<file path="config.mk">
export PLATFORM = sky130hd
export DESIGN_NAME = tick_scheduler_flat
export DESIGN_NICKNAME = d
export VERILOG_FILES = /design/src/rtl/tick_scheduler_if.sv /design/src/rtl/tick_scheduler.sv /design/src/flat_wrapper.sv
export SDC_FILE = /design/constraint.sdc
export NUM_CORES = 1
export LEC_CHECK = 0
export CORE_MARGIN = 2
export CORE_UTILIZATION = 49
export DETAILED_ROUTE_END_ITERATION = 8
export GPL_TIMING_DRIVEN = 0
export PLACE_DENSITY = 0.72
export SYNTH_ARGS = -nofsm -noshare
export SYNTH_HDL_FRONTEND = slang
export SYNTH_SLANG_ARGS = --single-unit
</file>
<file path="constraint.sdc">
create_clock -name clock_in -period 7.1 [get_ports clock_in]
set_input_delay 0.71 -clock clock_in [delete_from_list [all_inputs] [get_ports clock_in]]
set_output_delay 0.71 -clock clock_in [all_outputs]
set_load 0.01 [all_outputs]
</file>
<file path="src/rtl/tick_scheduler_if.sv">
// tick_scheduler_if: configuration handshake and tick outputs of tick_scheduler
// Signals: cfg_valid/cfg_ready/cfg_ch/cfg_div form the divisor write handshake;
// tick and overrun are per-channel outputs; overrun_clr clears the sticky overrun bits;
// clock_out exists only when TICK_SCHED_SQUARE_EN is defined.
// Modports: master drives configuration (consumer/test side), slave is the scheduler.
interface tick_scheduler_if #(
  parameter int NUM_CH = 4,
  parameter int CNT_W  = 28
);
  localparam int CH_W = $clog2(NUM_CH);
  logic              cfg_valid;
  logic              cfg_ready;
  logic [CH_W-1:0]   cfg_ch;
  logic [CNT_W-1:0]  cfg_div;
  logic [NUM_CH-1:0] tick;
  logic [NUM_CH-1:0] overrun;
  logic              overrun_clr;
`ifdef TICK_SCHED_SQUARE_EN
  logic [NUM_CH-1:0] clock_out;
  modport master (output cfg_valid, cfg_ch, cfg_div, overrun_clr,
                  input cfg_ready, tick, overrun, clock_out);
  modport slave  (input cfg_valid, cfg_ch, cfg_div, overrun_clr,
                  output cfg_ready, tick, overrun, clock_out);
`else
  modport master (output cfg_valid, cfg_ch, cfg_div, overrun_clr,
                  input cfg_ready, tick, overrun);
  modport slave  (input cfg_valid, cfg_ch, cfg_div, overrun_clr,
                  output cfg_ready, tick, overrun);
`endif
endinterface

</file>
<file path="src/rtl/tick_scheduler.sv">
// tick_scheduler: shared prescaler plus NUM_CH programmable divide channels, round-robin one-tick-per-cycle
// Ports: clock_in (posedge), reset_n (synchronous, active-low), bus (tick_scheduler_if.slave):
//   cfg_valid/cfg_ready/cfg_ch/cfg_div divisor writes (cfg_div=0 disables), tick one-hot registered,
//   overrun sticky per channel, overrun_clr clears it, clock_out 50% square per channel.
// Optional feature macro: TICK_SCHED_SQUARE_EN enables the clock_out square-wave outputs.
module tick_scheduler #(
  parameter int               NUM_CH      = 4,
  parameter int               CNT_W       = 28,
  parameter int               PRESCALE    = 1,
  parameter logic [CNT_W-1:0] DEFAULT_DIV = CNT_W'(100)
) (
  input  logic clock_in,
  input  logic reset_n,
  tick_scheduler_if.slave bus
);
  localparam int CH_W = $clog2(NUM_CH);
  localparam int PW   = PRESCALE > 1 ? $clog2(PRESCALE) : 1;
  logic [PW-1:0]                  pre_q, pre_d;
  logic [NUM_CH-1:0][CNT_W-1:0]   cnt_q, cnt_d, div_q, div_d;
  logic [NUM_CH-1:0]              en_q, en_d, pend_q, pend_d, tick_q, tick_d, ovr_q, ovr_d;
  logic [NUM_CH-1:0]              expire, req, cfg_mask;
  logic [CH_W-1:0]                rr_q, rr_d, gnt;
  logic                           base_tick, cfg_hit, found;
  assign bus.cfg_ready = reset_n;
  assign bus.tick      = tick_q;
  assign bus.overrun   = ovr_q;
  always_comb begin
    base_tick = pre_q == PW'(PRESCALE - 1);
    pre_d     = base_tick ? '0 : pre_q + PW'(1);
    // writes to a nonexistent channel are accepted but touch nothing
    cfg_hit   = bus.cfg_valid && bus.cfg_ready && (32'(bus.cfg_ch) < NUM_CH);
    cfg_mask  = cfg_hit ? NUM_CH'(1) << bus.cfg_ch : '0;
    for (int i = 0; i < NUM_CH; i++) begin
      // >= keeps a channel running after its divisor shrinks below the current count;
      // a same-cycle write to the channel suppresses its expiry entirely
      expire[i] = en_q[i] && base_tick && cnt_q[i] >= div_q[i] - CNT_W'(1) && !cfg_mask[i];
      cnt_d[i]  = (cfg_mask[i] || !en_q[i] || expire[i]) ? '0 :
                  base_tick ? cnt_q[i] + CNT_W'(1) : cnt_q[i];
      en_d[i]   = cfg_mask[i] ? |bus.cfg_div : en_q[i];
      div_d[i]  = (cfg_mask[i] && |bus.cfg_div) ? bus.cfg_div : div_q[i];
    end
    // a fresh expiry is eligible for grant in the cycle it happens
    req   = (pend_q | expire) & ~cfg_mask;
    found = 1'b0;
    gnt   = '0;
    for (int k = 0; k < NUM_CH; k++) begin
      if (!found && req[(int'(rr_q) + k) % NUM_CH]) begin
        found = 1'b1;
        gnt   = CH_W'((int'(rr_q) + k) % NUM_CH);
      end
    end
    tick_d = found ? NUM_CH'(1) << gnt : '0;
    pend_d = req & ~tick_d;
    // a new overrun beats a same-cycle clear
    ovr_d  = (ovr_q & ~{NUM_CH{bus.overrun_clr}}) | (expire & pend_q);
    rr_d   = found ? CH_W'((int'(gnt) + 1) % NUM_CH) : rr_q;
  end
  always_ff @(posedge clock_in) begin
    if (!reset_n) begin
      pre_q  <= '0;
      cnt_q  <= '0;
      div_q  <= {NUM_CH{DEFAULT_DIV}};
      en_q   <= '0;
      pend_q <= '0;
      tick_q <= '0;
      ovr_q  <= '0;
      rr_q   <= '0;
    end else begin
      pre_q  <= pre_d;
      cnt_q  <= cnt_d;
      div_q  <= div_d;
      en_q   <= en_d;
      pend_q <= pend_d;
      tick_q <= tick_d;
      ovr_q  <= ovr_d;
      rr_q   <= rr_d;
    end
  end
`ifdef TICK_SCHED_SQUARE_EN
  logic [NUM_CH-1:0] sq_q, sq_d;
  assign bus.clock_out = sq_q;
  // computed from next-state values so the registered output lines up with cnt_q
  always_comb begin
    for (int i = 0; i < NUM_CH; i++) sq_d[i] = en_d[i] && cnt_d[i] < (div_d[i] >> 1);
  end
  always_ff @(posedge clock_in) begin
    if (!reset_n) sq_q <= '0;
    else sq_q <= sq_d;
  end
`endif
endmodule

</file>
<file path="src/flat_wrapper.sv">
// flat-port wrapper written by rule: the top's interface ports become plain ports
module tick_scheduler_flat 
#(
  parameter int               NUM_CH      = 4,
  parameter int               CNT_W       = 28,
  parameter int               PRESCALE    = 1,
  parameter logic [CNT_W-1:0] DEFAULT_DIV = CNT_W'(100)
)
  (clock_in, reset_n, bus_cfg_valid, bus_cfg_ch, bus_cfg_div, bus_overrun_clr, bus_cfg_ready, bus_tick, bus_overrun);
  tick_scheduler_if #(.NUM_CH(NUM_CH), .CNT_W(CNT_W)) bus_i ();
  input  logic clock_in;
  input  logic reset_n;
  input wire logic [$bits(bus_i.cfg_valid)-1:0] bus_cfg_valid;
  input wire logic [$bits(bus_i.cfg_ch)-1:0] bus_cfg_ch;
  input wire logic [$bits(bus_i.cfg_div)-1:0] bus_cfg_div;
  input wire logic [$bits(bus_i.overrun_clr)-1:0] bus_overrun_clr;
  output wire logic [$bits(bus_i.cfg_ready)-1:0] bus_cfg_ready;
  output wire logic [$bits(bus_i.tick)-1:0] bus_tick;
  output wire logic [$bits(bus_i.overrun)-1:0] bus_overrun;
  assign bus_i.cfg_valid = bus_cfg_valid;
  assign bus_i.cfg_ch = bus_cfg_ch;
  assign bus_i.cfg_div = bus_cfg_div;
  assign bus_i.overrun_clr = bus_overrun_clr;
  assign bus_cfg_ready = bus_i.cfg_ready;
  assign bus_tick = bus_i.tick;
  assign bus_overrun = bus_i.overrun;
  tick_scheduler #(.NUM_CH(NUM_CH), .CNT_W(CNT_W), .PRESCALE(PRESCALE), .DEFAULT_DIV(DEFAULT_DIV)) u_core (.clock_in(clock_in), .reset_n(reset_n), .bus(bus_i));
endmodule
</file>
# == After elaboration in Yosys (flattened, before gate mapping) ==
# Index checks and enable logic that the tools add are counted.
# word_totals
output_inout_bits,9
inputBits,34
regBits,243
# op_classes
bitwise_logic,14
reduce_logical,48
order_cmp,8
n_mux,21
add_sub_neg,13
shift,2
# op_table
cell,count
28-bit by 1-bit adder with 28-bit output (second input constant),4
28-bit greater-or-equal comparator,4
28-bit by 1-bit subtractor with 28-bit output (second input constant),4
28-bit OR reduction,1
1-bit logical AND,20
4-bit bitwise AND,4
2-bit OR reduction,7
3-bit by 4-bit less-than comparator with 1-bit output (second input constant),3
4-bit inverter,3
1-bit logical NOT,11
1-bit two-way mux,11
1-bit binary-select mux with 2-bit select,4
1-bit logical OR,8
2-bit two-way mux,4
4-bit two-way mux,2
4-bit OR,2
1-bit by 2-bit << shifter with 4-bit output (first input constant),2
2-bit by 1-bit adder with 2-bit output (second input constant),2
2-bit adder (second input constant),2
1-bit bitwise AND (first input constant),3
2-bit by 3-bit less-than comparator with 1-bit output (second input constant),1
1-bit inverter,2
2-bit AND reduction,1
1-bit adder (second input constant),1

# == Longest topological paths before layout ==
# Gate-level depths: netlist of run 1.
# depth
depth_word,22
ltp_mapped,21

# == Worst setup path after synthesis of run 1 ==
# No wires, ideal clock.
# synth_timing
path_type,register -> register
start,register u_core.div_q[90] (netlist name)
end,register u_core.rr_q[1]
t_arrival_ns,4.627
path_stages_with_launch,19
path_slack_ns,2.357
required_ns,6.984
cell_sequence,dfxtp_1 or4_4 or4_4 nand2b_4 or4_4 or2_4 nor4_4 xnor2_1 ha_1 and4_1 a221oi_1 o2111ai_1 o21ai_1 a2bb2oi_1 o211ai_1 inv_1 ha_1 mux2i_1 nor2b_1
# synth_between
elab_chain_len,19
word_cells_on_any_way,32
classes_between,2 x add/sub; 1 x order compare; 19 x mux; 2 x bitwise; 8 x reduce/logical
# synth_rtl
item,line_no,rtl
from (decl),tick_scheduler.sv:19,"logic [NUM_CH-1:0][CNT_W-1:0] cnt_q, cnt_d, div_q, div_d;"
from (signal assigned),tick_scheduler.sv:62,div_q <= {NUM_CH{DEFAULT_DIV}};
from (signal assigned),tick_scheduler.sv:71,div_q <= div_d;
28-bit by 1-bit subtractor with 28-bit output (*),tick_scheduler.sv:36,expire[i] = en_q[i] && base_tick && cnt_q[i] >= div_q[i] - CNT_W'(1) && !cfg_mask[i];
28-bit greater-or-equal comparator (*),tick_scheduler.sv:36,
1-bit logical AND (*) (2 in series),tick_scheduler.sv:36,
4-bit OR (*),tick_scheduler.sv:43,req = (pend_q | expire) & ~cfg_mask;
4-bit bitwise AND (*),tick_scheduler.sv:43,
1-bit binary-select mux with 2-bit select,tick_scheduler.sv:47,if (!found && req[(int'(rr_q) + k) % NUM_CH]) begin
1-bit two-way mux (implied by the code),tick_scheduler.sv:47,
1-bit two-way mux,tick_scheduler.sv:47,
[... 2 more ...],n/a,
1-bit two-way mux,tick_scheduler.sv:47,
1-bit logical NOT,tick_scheduler.sv:47,
1-bit logical AND,tick_scheduler.sv:47,
1-bit two-way mux,tick_scheduler.sv:47,
1-bit logical NOT,tick_scheduler.sv:47,
1-bit logical AND,tick_scheduler.sv:47,
2-bit two-way mux,tick_scheduler.sv:47,
2-bit by 1-bit adder with 2-bit output,tick_scheduler.sv:56,rr_d = found ? CH_W'((int'(gnt) + 1) % NUM_CH) : rr_q;
to (signal assigned),tick_scheduler.sv:76,rr_q <= rr_d;
to (decl),tick_scheduler.sv:22,"logic [CH_W-1:0] rr_q, rr_d, gnt;"
# Mark *: on every way between the ends. The rest lies on a longest branch, timed or not. The select of a mux whose other input is x is not followed.
# A chain may end at the register's enable or synchronous reset.

# == Final worst setup path of run 1 ==
# Same ends and word-level chain as after synthesis.

==> run summary, run 1 <==
CTS
------------------------------------------------------------------------------
TritonCTS clock tree ............................................         done
Worst-case clock buffer depth ...................................            3
Resized Gates After CTS .........................................            0
Level count of the clock H-tree .................................            1
Number of buffers inserted to repair setup after CTS ............            0
Number of CTS-inserted buffers ..................................           27
Clk_lat worst skew ..............................................      0.54 ns
CTS Hold Buffers Added ..........................................            0
Clock net sink count ............................................          243
Buffer type at the clock tree root ..............................    clkbuf_16
Clock-pin slew on the worst setup and hold paths ................      0.06 ns

SYNTHESIS
------------------------------------------------------------------------------
Number of distinct library cells after synthesis ................           55
Fraction of synthesized area in multiplexers ....................     0.003586
Ys async rst share ..............................................            0
Number of synthesis warnings ....................................            0
Complex-gate fraction of the synthesized area ...................       0.1073
Yosys reg bits ..................................................          243
Total nets after synthesis ......................................         1852
Flip-flop cell with the highest count after synthesis ...........      dfxtp_1
Synthesized-area fraction occupied by xor and xnor cells ........       0.1305
Synth Area in Adders ............................................       0.1112
Number of enable-type register cells in the synthesized netlist .            0
Post-Syn Instances ..............................................         1694
Simple-gate portion of the synthesized area .....................       0.2770
Dominant combinational cell family by area after synthesis ...... simple AND/OR/NAND/NOR gates
Proportion of synthesized chip area in sequential cells .........       0.3486
Syn Std Cell Area ............................................... 0.01396 mm^2
Mean cell area of the mapped netlist ............................   8.238 um^2

STA
------------------------------------------------------------------------------
Final worst clock skew ..........................................   0.01417 ns
Rel. slew slack .................................................       0.3144
Clock period minus worst slack ..................................     5.630 ns
Maximum operating frequency .....................................    177.6 MHz
Measured slew at the worst slew-check pin .......................     1.028 ns
Final-report max-slew violation count ...........................            0
Final hold vios .................................................            0
Post-route fraction of the period consumed by the critical path .       0.7930
Final sum of negative setup slack ...............................         0 ns
Setup Viol. Count Final .........................................            0
RSZ-0062 raised after global routing ............................           no

SETUP PATH
------------------------------------------------------------------------------
Biggest cell delay along the critical path ......................      0.57 ns
Critical Path Slowest Stage Cell ................................        or4_4
Arrival time of data at the critical path endpoint ..............      6.06 ns
Worst Path Buf+Inv ..............................................            1
Most frequent CP cell ...........................................        or4_4
CP cell instances ............................................... or4_4, or4_4, nand2b_4, or4_4, or2_4, nor4_4, xnor2_1, ha_1, and4_1, a221oi_1, o2111ai_1, o21ai_1, a2bb2oi_1, o211ai_1, inv_1, ha_1, mux2i_1, nor2b_1
Cell family with most CP delay .................................. simple AND/OR/NAND/NOR gates
Crit Path Class ................................................. flip-flop to flip-flop
Sort of element at the end of the critical path .................    flip-flop
Biggest fanout along the worst timing path ......................            6
Startpoint types ................................................    flip-flop
Crit path required time .........................................      7.53 ns

DRT
------------------------------------------------------------------------------
Initial DRT Pass Iterations .....................................            5
DRC marker count from the first detailed-route iteration ........          724
Detailed-route vias per instance ................................        5.553
Average detailed-routed wire length per instance ................     16.51 um
DRT Wirelength ..................................................     35.74 mm
DRC violations left .............................................            0
Number of nets with antenna violations after detailed routing ...            0
Total via count after detailed routing ..........................        12020

FINAL LAYOUT
------------------------------------------------------------------------------
Ratio of cells with drive above 1 in the final layout ...........      0.03191
Final net count .................................................         1923
Layout fillers ..................................................         2587
Final Util ......................................................       0.5671
Area delta synth->final .........................................       13.51%

POWER AND IR DROP
------------------------------------------------------------------------------
Leakage power total .............................................     5.681 nW
VDD IR max ......................................................    0.1906 mV
Post-layout power ...............................................     3.125 mW
Power per cell area ............................................. 197.3 mW/mm^2

FLOORPLANNING
------------------------------------------------------------------------------
Core Region ..................................................... 0.02793 mm^2
Std-Cell Rows ...................................................           61
Die width .......................................................     172.8 um
Initial standard-cell utilization of the core ...................       0.4996
I/O pin total ...................................................           43
Die Area ........................................................ 0.02985 mm^2
DIE HEIGHT ......................................................     172.8 um

GLOBAL ROUTING
------------------------------------------------------------------------------
Antenna violations before repair ................................            0
Total congestion overflow after global routing ..................            0
Global-route wire length before repair ..........................     58.10 mm
Via count of the first global-routing pass ......................        11490
Maximum number of pins on one net before global-route repair ....           14
Total global-route track usage ..................................       0.2350

MIN PATH
------------------------------------------------------------------------------
Type of the worst min-delay path ................................ flip-flop to flip-flop

PLACED DESIGN
------------------------------------------------------------------------------
Placed wire-length estimate .....................................     26.37 mm
Port bufs .......................................................           42
Routability Congestion ..........................................       0.8659

OUTCOME
------------------------------------------------------------------------------
Outcome .........................................................    completed

RUN
------------------------------------------------------------------------------
Maximum Capacitance Violations ..................................            0

==> stage by stage <==
stage | instance area [um^2] | setup WS (ns) | hold WS [ns] | std cells
floorplan | 13960 | 2.357 | 0.4481 | 1694
global placement | 14850 | 1.700 | 0.4576 | 2114
detailed placement | 14850 | 1.580 | 0.4809 | 2114
CTS | 15840 | 1.521 | 0.4896 | 2164
global route | 15840 | 0.9703 | 0.5165 | 2164
finish | 15840 | 1.470 | 0.4846 | 2165
==> synthesized netlist by cell type, drive strengths merged (17+ instances only) <==
master | count | share of area
nand4 | 37 | 0.017
xor2 | 105 | 0.066
inv | 27 | 0.0073
dfxtp | 243 | 0.35
nand2 | 318 | 0.086
or4 | 17 | 0.010
nand3 | 64 | 0.023
o21ai | 30 | 0.011
nor2b | 25 | 0.011
and3 | 26 | 0.012
nand2b | 17 | 0.0082
nor4 | 39 | 0.019
nor2 | 185 | 0.050
nor3 | 33 | 0.012
clkbuf | 47 | 0.013
ha | 124 | 0.11
a21oi | 46 | 0.016
xnor2 | 103 | 0.065
a21boi | 101 | 0.054
==> routing by layer <==
| metal | GRT usage | routed length, um | vias to the layer above |
|---|---|---|---|
| li1 | - | - | 6010 |
| met1 | 0.2939 | 15300 | 5650 |
| met2 | 0.4130 | 17190 | 281 |
| met3 | 0.03650 | 2095 | 81 |
| met4 | 0.07804 | 1153 | 0 |
| met5 | 0 | 0 | - |
==> report_power, final <==
part	switching (mW)	total [mW]	leakage, nW	internal (mW)
Sequential	0.0213	1.40	1.96	1.38
Clock	0.580	1.53	0.481	0.952
Combinational	0.118	0.192	3.24	0.0733
Total	0.720	3.13	5.68	2.41
==> logic make-up after synthesis <==
group                    Yosys count
buffers and inverters             79
AND/OR/NAND/NOR                  813
other                              1
AO/OA/AOI/OAI                    221
adder cells (fa/ha/maj)          124
flip-flops                       243
multiplexers                       5
XOR/XNOR                         208
==> final cells by class <==
type                    count  area (um^2)  share of cell area
clock buffers              36        779.5             0.04921
inverters                  27        101.3            0.006398
diodes                      1        2.502           0.0001580
plain buffers              52        198.9             0.01256
well taps                 378        473.0             0.02986
clock inverters            14        210.2             0.01327
flip-flops and latches    243         4865              0.3071
repair buffers             42        420.4             0.02654
multi-input cells        1372         8791              0.5549
==> sequential cells by signal, indices dropped and copies added, names as in the netlist <==
signal,cells
u_core.cnt_q,112
u_core.rr_q,2
u_core.pend_q,4
u_core.pre_q,1
u_core.div_q,112
u_core.bus.overrun,4
u_core.en_q,4
u_core.bus.tick,4
==> tightest hold or removal path: cells and delay by family, from the launching register on <==
family | cells | cell delay (ns)
DFF | 1 | 0.32
AOI/OAI and AO/OA | 1 | 0.06
and+or+nand+nor | 1 | 0.05
==> worst paths after layout <==
| path | startpoint | end | slack [ns] | cells after the start |
|---|---|---|---|---|
| max | u_core.div_q[90] | u_core.rr_q[1] | 1.47 | 18 |
| min | u_core.div_q[111] | u_core.div_q[111] | 0.48 | 2 |
| max reg2reg | u_core.div_q[90] | u_core.rr_q[1] | 1.47 | 18 |
| min reg2reg | u_core.div_q[111] | u_core.div_q[111] | 0.48 | 2 |
==> cell usage in the layout, fill, tap and decap left out, drive strengths merged, types with 3 or more instances in the layout <==
cell,netlist,final
a211o,4,4
a211oi,5,5
a21boi,101,101
a21o,3,3
a21oi,46,46
a221oi,3,3
a2bb2oi,3,3
and2,6,6
and3,26,26
and4,12,12
and4b,4,4
buf,5,5
bufinv,0,5
clkbuf,47,83
clkdlybuf4s50,0,42
clkinv,0,5
clkinvlp,0,3
dfxtp,243,243
ha,124,124
inv,27,28
mux2i,5,5
nand2,318,318
nand2b,17,17
nand3,64,64
nand3b,5,5
nand4,37,37
nand4b,11,11
nor2,185,185
nor2b,25,25
nor3,33,33
nor3b,9,9
nor4,39,39
o211ai,8,8
o21ai,30,30
or3,4,4
or4,17,17
xnor2,103,103
xor2,105,105
Note: power is estimated with default switching activity, not from simulation.
==> run 2: changes to the inputs <==
==> constraint.sdc (replaced) <==
create_clock -name clock_in -period 5.5 [get_ports clock_in]
set_input_delay 0.55 -clock clock_in [delete_from_list [all_inputs] [get_ports clock_in]]
set_output_delay 0.55 -clock clock_in [all_outputs]
set_load 0.01 [all_outputs]
==> run 2 against run 1 <==
  * Sequential power is 29% higher
  * Global-route usage is essentially flat
  * First-iteration DRC count up 0.55%
  * Sequential share of layout area decreased by 0.28 points
==> run summary, run 2 (same netlist as run 1, synthesis figures left out) <==
DRT
------------------------------------------------------------------------------
Total via count after detailed routing ..........................        12100
Initial DRT Pass Iterations .....................................            5
DRC violations left .............................................            0
Detailed-route vias per instance ................................        5.573
Number of nets with antenna violations after detailed routing ...            0
Average detailed-routed wire length per instance ................     16.57 um
DRC marker count from the first detailed-route iteration ........          728
DRT Wirelength ..................................................     35.98 mm

FINAL LAYOUT
------------------------------------------------------------------------------
Most common cell after layout, fill and taps aside ..............      nand2_1
Final net count .................................................         1928
Biggest registers after layout .................................. u_core.cnt_q: 112 flops, u_core.div_q: 112 flops
Most used cells in the layout excluding fill and tap cells ...... nand2_1 (318), dfxtp_1 (243), nor2_1 (185)
Ratio of cells with drive above 1 in the final layout ...........      0.04188
Area delta synth->final .........................................       14.55%
Cell Count, Final, Fillers Out ..................................         2171

POWER AND IR DROP
------------------------------------------------------------------------------
Switching power as a share of total power .......................       0.2305
Sequential cell fraction of total power .........................        0.448
Share of total power in the clock network .......................        0.489
P_sw ............................................................    0.9303 mW
VDD IR max ......................................................    0.2449 mV
Internal power ..................................................     3.106 mW
Power per cell area ............................................. 252.5 mW/mm^2
Part of the power in combinational logic ........................        0.062
Leakage power total .............................................     5.728 nW
Post-layout power ...............................................     4.036 mW

FLOORPLANNING
------------------------------------------------------------------------------
DIE HEIGHT ......................................................     172.8 um
I/O pin total ...................................................           43
Die Area ........................................................ 0.02985 mm^2
Die width .......................................................     172.8 um
Std-Cell Rows ...................................................           61
Core Region ..................................................... 0.02793 mm^2
Initial standard-cell utilization of the core ...................       0.4996

MIN PATH
------------------------------------------------------------------------------
Worst Hold Launch ............................................... u_core.div_q[111]
Type of the worst min-delay path ................................ flip-flop to flip-flop

SETUP PATH
------------------------------------------------------------------------------
Startpoint of the most critical register-to-register path ....... u_core.div_q[90]
Biggest fanout along the worst timing path ......................            6
Worst Reg-to-Reg Cells ..........................................           18
Arrival time of data at the critical path endpoint ..............      5.78 ns
Cell family with most CP delay .................................. simple AND/OR/NAND/NOR gates
Launching element of the worst setup path ....................... u_core.div_q[90]
Number of cells on the critical path ............................           18
Terminus of the critical flop-to-flop path ...................... u_core.rr_q[1]
Biggest cell delay along the critical path ......................      0.57 ns
Most frequent CP cell ...........................................        or4_4
Crit path required time .........................................      5.93 ns
Worst Path Buf+Inv ..............................................            1
Reg-to-reg slack, setup .........................................      0.16 ns
Sort of element at the end of the critical path .................    flip-flop
CP cell instances ............................................... or4_4, or4_4, nand2b_4, or4_4, or2_4, nor4_4, xnor2_1, ha_1, and4_1, a221oi_4, o2111ai_1, o21ai_2, a2bb2oi_1, o211ai_1, inv_1, ha_1, mux2i_1, nor2b_1
Startpoint types ................................................    flip-flop
Critical Path Slowest Stage Cell ................................        or4_4
Destination of the critical timing path ......................... u_core.rr_q[1]
Crit Path Class ................................................. flip-flop to flip-flop

PLACED DESIGN
------------------------------------------------------------------------------
Placement-stage worst setup slack ...............................  -0.02031 ns
Placed insts ....................................................         2114
Port bufs .......................................................           42
Routability Congestion ..........................................       0.8659
Placed wire-length estimate .....................................     26.37 mm

GLOBAL ROUTING
------------------------------------------------------------------------------
Global-route wire length before repair ..........................     58.15 mm
Total global-route track usage ..................................       0.2352
Antenna violations before repair ................................            0
Total congestion overflow after global routing ..................            0
Via count of the first global-routing pass ......................        11500
Maximum number of pins on one net before global-route repair ....           14

CTS
------------------------------------------------------------------------------
Buffer type at the clock tree root ..............................    clkbuf_16
Number of CTS-inserted buffers ..................................           27
Clk_lat worst skew ..............................................      0.55 ns
Clock-pin slew on the worst setup and hold paths ................      0.06 ns
TritonCTS clock tree ............................................         done
CTS Hold Buffers Added ..........................................            0
Level count of the clock H-tree .................................            1
Worst-case clock buffer depth ...................................            3
Clock net sink count ............................................          243

STA
------------------------------------------------------------------------------
Final worst clock skew ..........................................   0.01806 ns
Post-route fraction of the period consumed by the critical path .       0.9716
Setup Viol. Count Final .........................................            0
Maximum operating frequency .....................................    187.1 MHz
Measured slew at the worst slew-check pin .......................     1.033 ns
Final hold vios .................................................            0
Final-report max-slew violation count ...........................            0
Clock period minus worst slack ..................................     5.344 ns
Final setup slack of the worst path .............................    0.1562 ns
Rel. slew slack .................................................       0.3115
Final sum of negative setup slack ...............................         0 ns
RSZ-0062 raised after global routing ............................          yes
Minimum hold slack ..............................................    0.4834 ns

OUTCOME
------------------------------------------------------------------------------
Outcome .........................................................    completed

RUN
------------------------------------------------------------------------------
Maximum Capacitance Violations ..................................            0

run 2: power groups by stage:
stage	combinational, mW	clock, mW	sequential [mW]
after global placement	0.236	0	1.85
final	0.251	1.98	1.81
after global routing	0.271	2.08	1.81
after floorplan	0.138	0	1.84
after detailed placement	0.242	0	1.85
after CTS	0.243	2.01	1.81
run 2: cell type report:
type | count | area, um^2
Antenna cell | 2 | 5.005
Clock inverter | 14 | 210.2
Inverter | 27 | 101.3
Fill cell | 2564 | 11950
Multi-Input combinational cell | 1372 | 8892
Timing Repair Buffer | 48 | 465.4
Buffer | 51 | 195.2
Tap cell | 378 | 473.0
Clock buffer | 36 | 779.5
Sequential cell | 243 | 4865
run 2: worst min path at each step:
stage	to	slack [ns]	cells after the start
global placement	u_core.en_q[1]	0.46	2
floorplan	u_core.en_q[1]	0.45	2
global route	u_core.en_q[1]	0.52	2
finish	u_core.div_q[111]	0.48	2
CTS	u_core.div_q[111]	0.49	2
detailed placement	u_core.div_q[111]	0.48	2
run 2: worst register-to-register path: cells and delay by family (launching register included):
kind,cells,cell delay (ns)
and+or+nand+nor,8,2.44
AOI/OAI and AO/OA,5,1.40
adders and majority gates,2,0.60
DFF,1,0.37
xor gates and xnor gates,1,0.16
muxes,1,0.14
buffers and inverters,1,0.13
run 2: stage by stage:
| step | utilization | area, um^2 |
|---|---|---|
| after floorplan | - | 13960 |
| after global placement | 0.5316 | 14850 |
| after detailed placement | 0.5316 | 14850 |
| after CTS | 0.5672 | 15850 |
| after global routing | 0.5721 | 15980 |
| final | 0.5723 | 15990 |
run 2: what timing repair did:
| action | in CTS | in global routing |
|---|---|---|
| setup endpoints to repair | 4 | 70 |
| setup buffers | 0 | 6 |
| gates resized for setup | 1 | 16 |
| cloned | 0 | 0 |
| pin swaps | 0 | 6 |
run 2: routing by layer:
metal	vias to the layer above	GRT usage	wire length, um
met5	-	0	0
met3	86	0.03650	2063
li1	6023	-	-
met4	0	0.07804	1212
met1	5708	0.2942	15390
met2	281	0.4133	17310
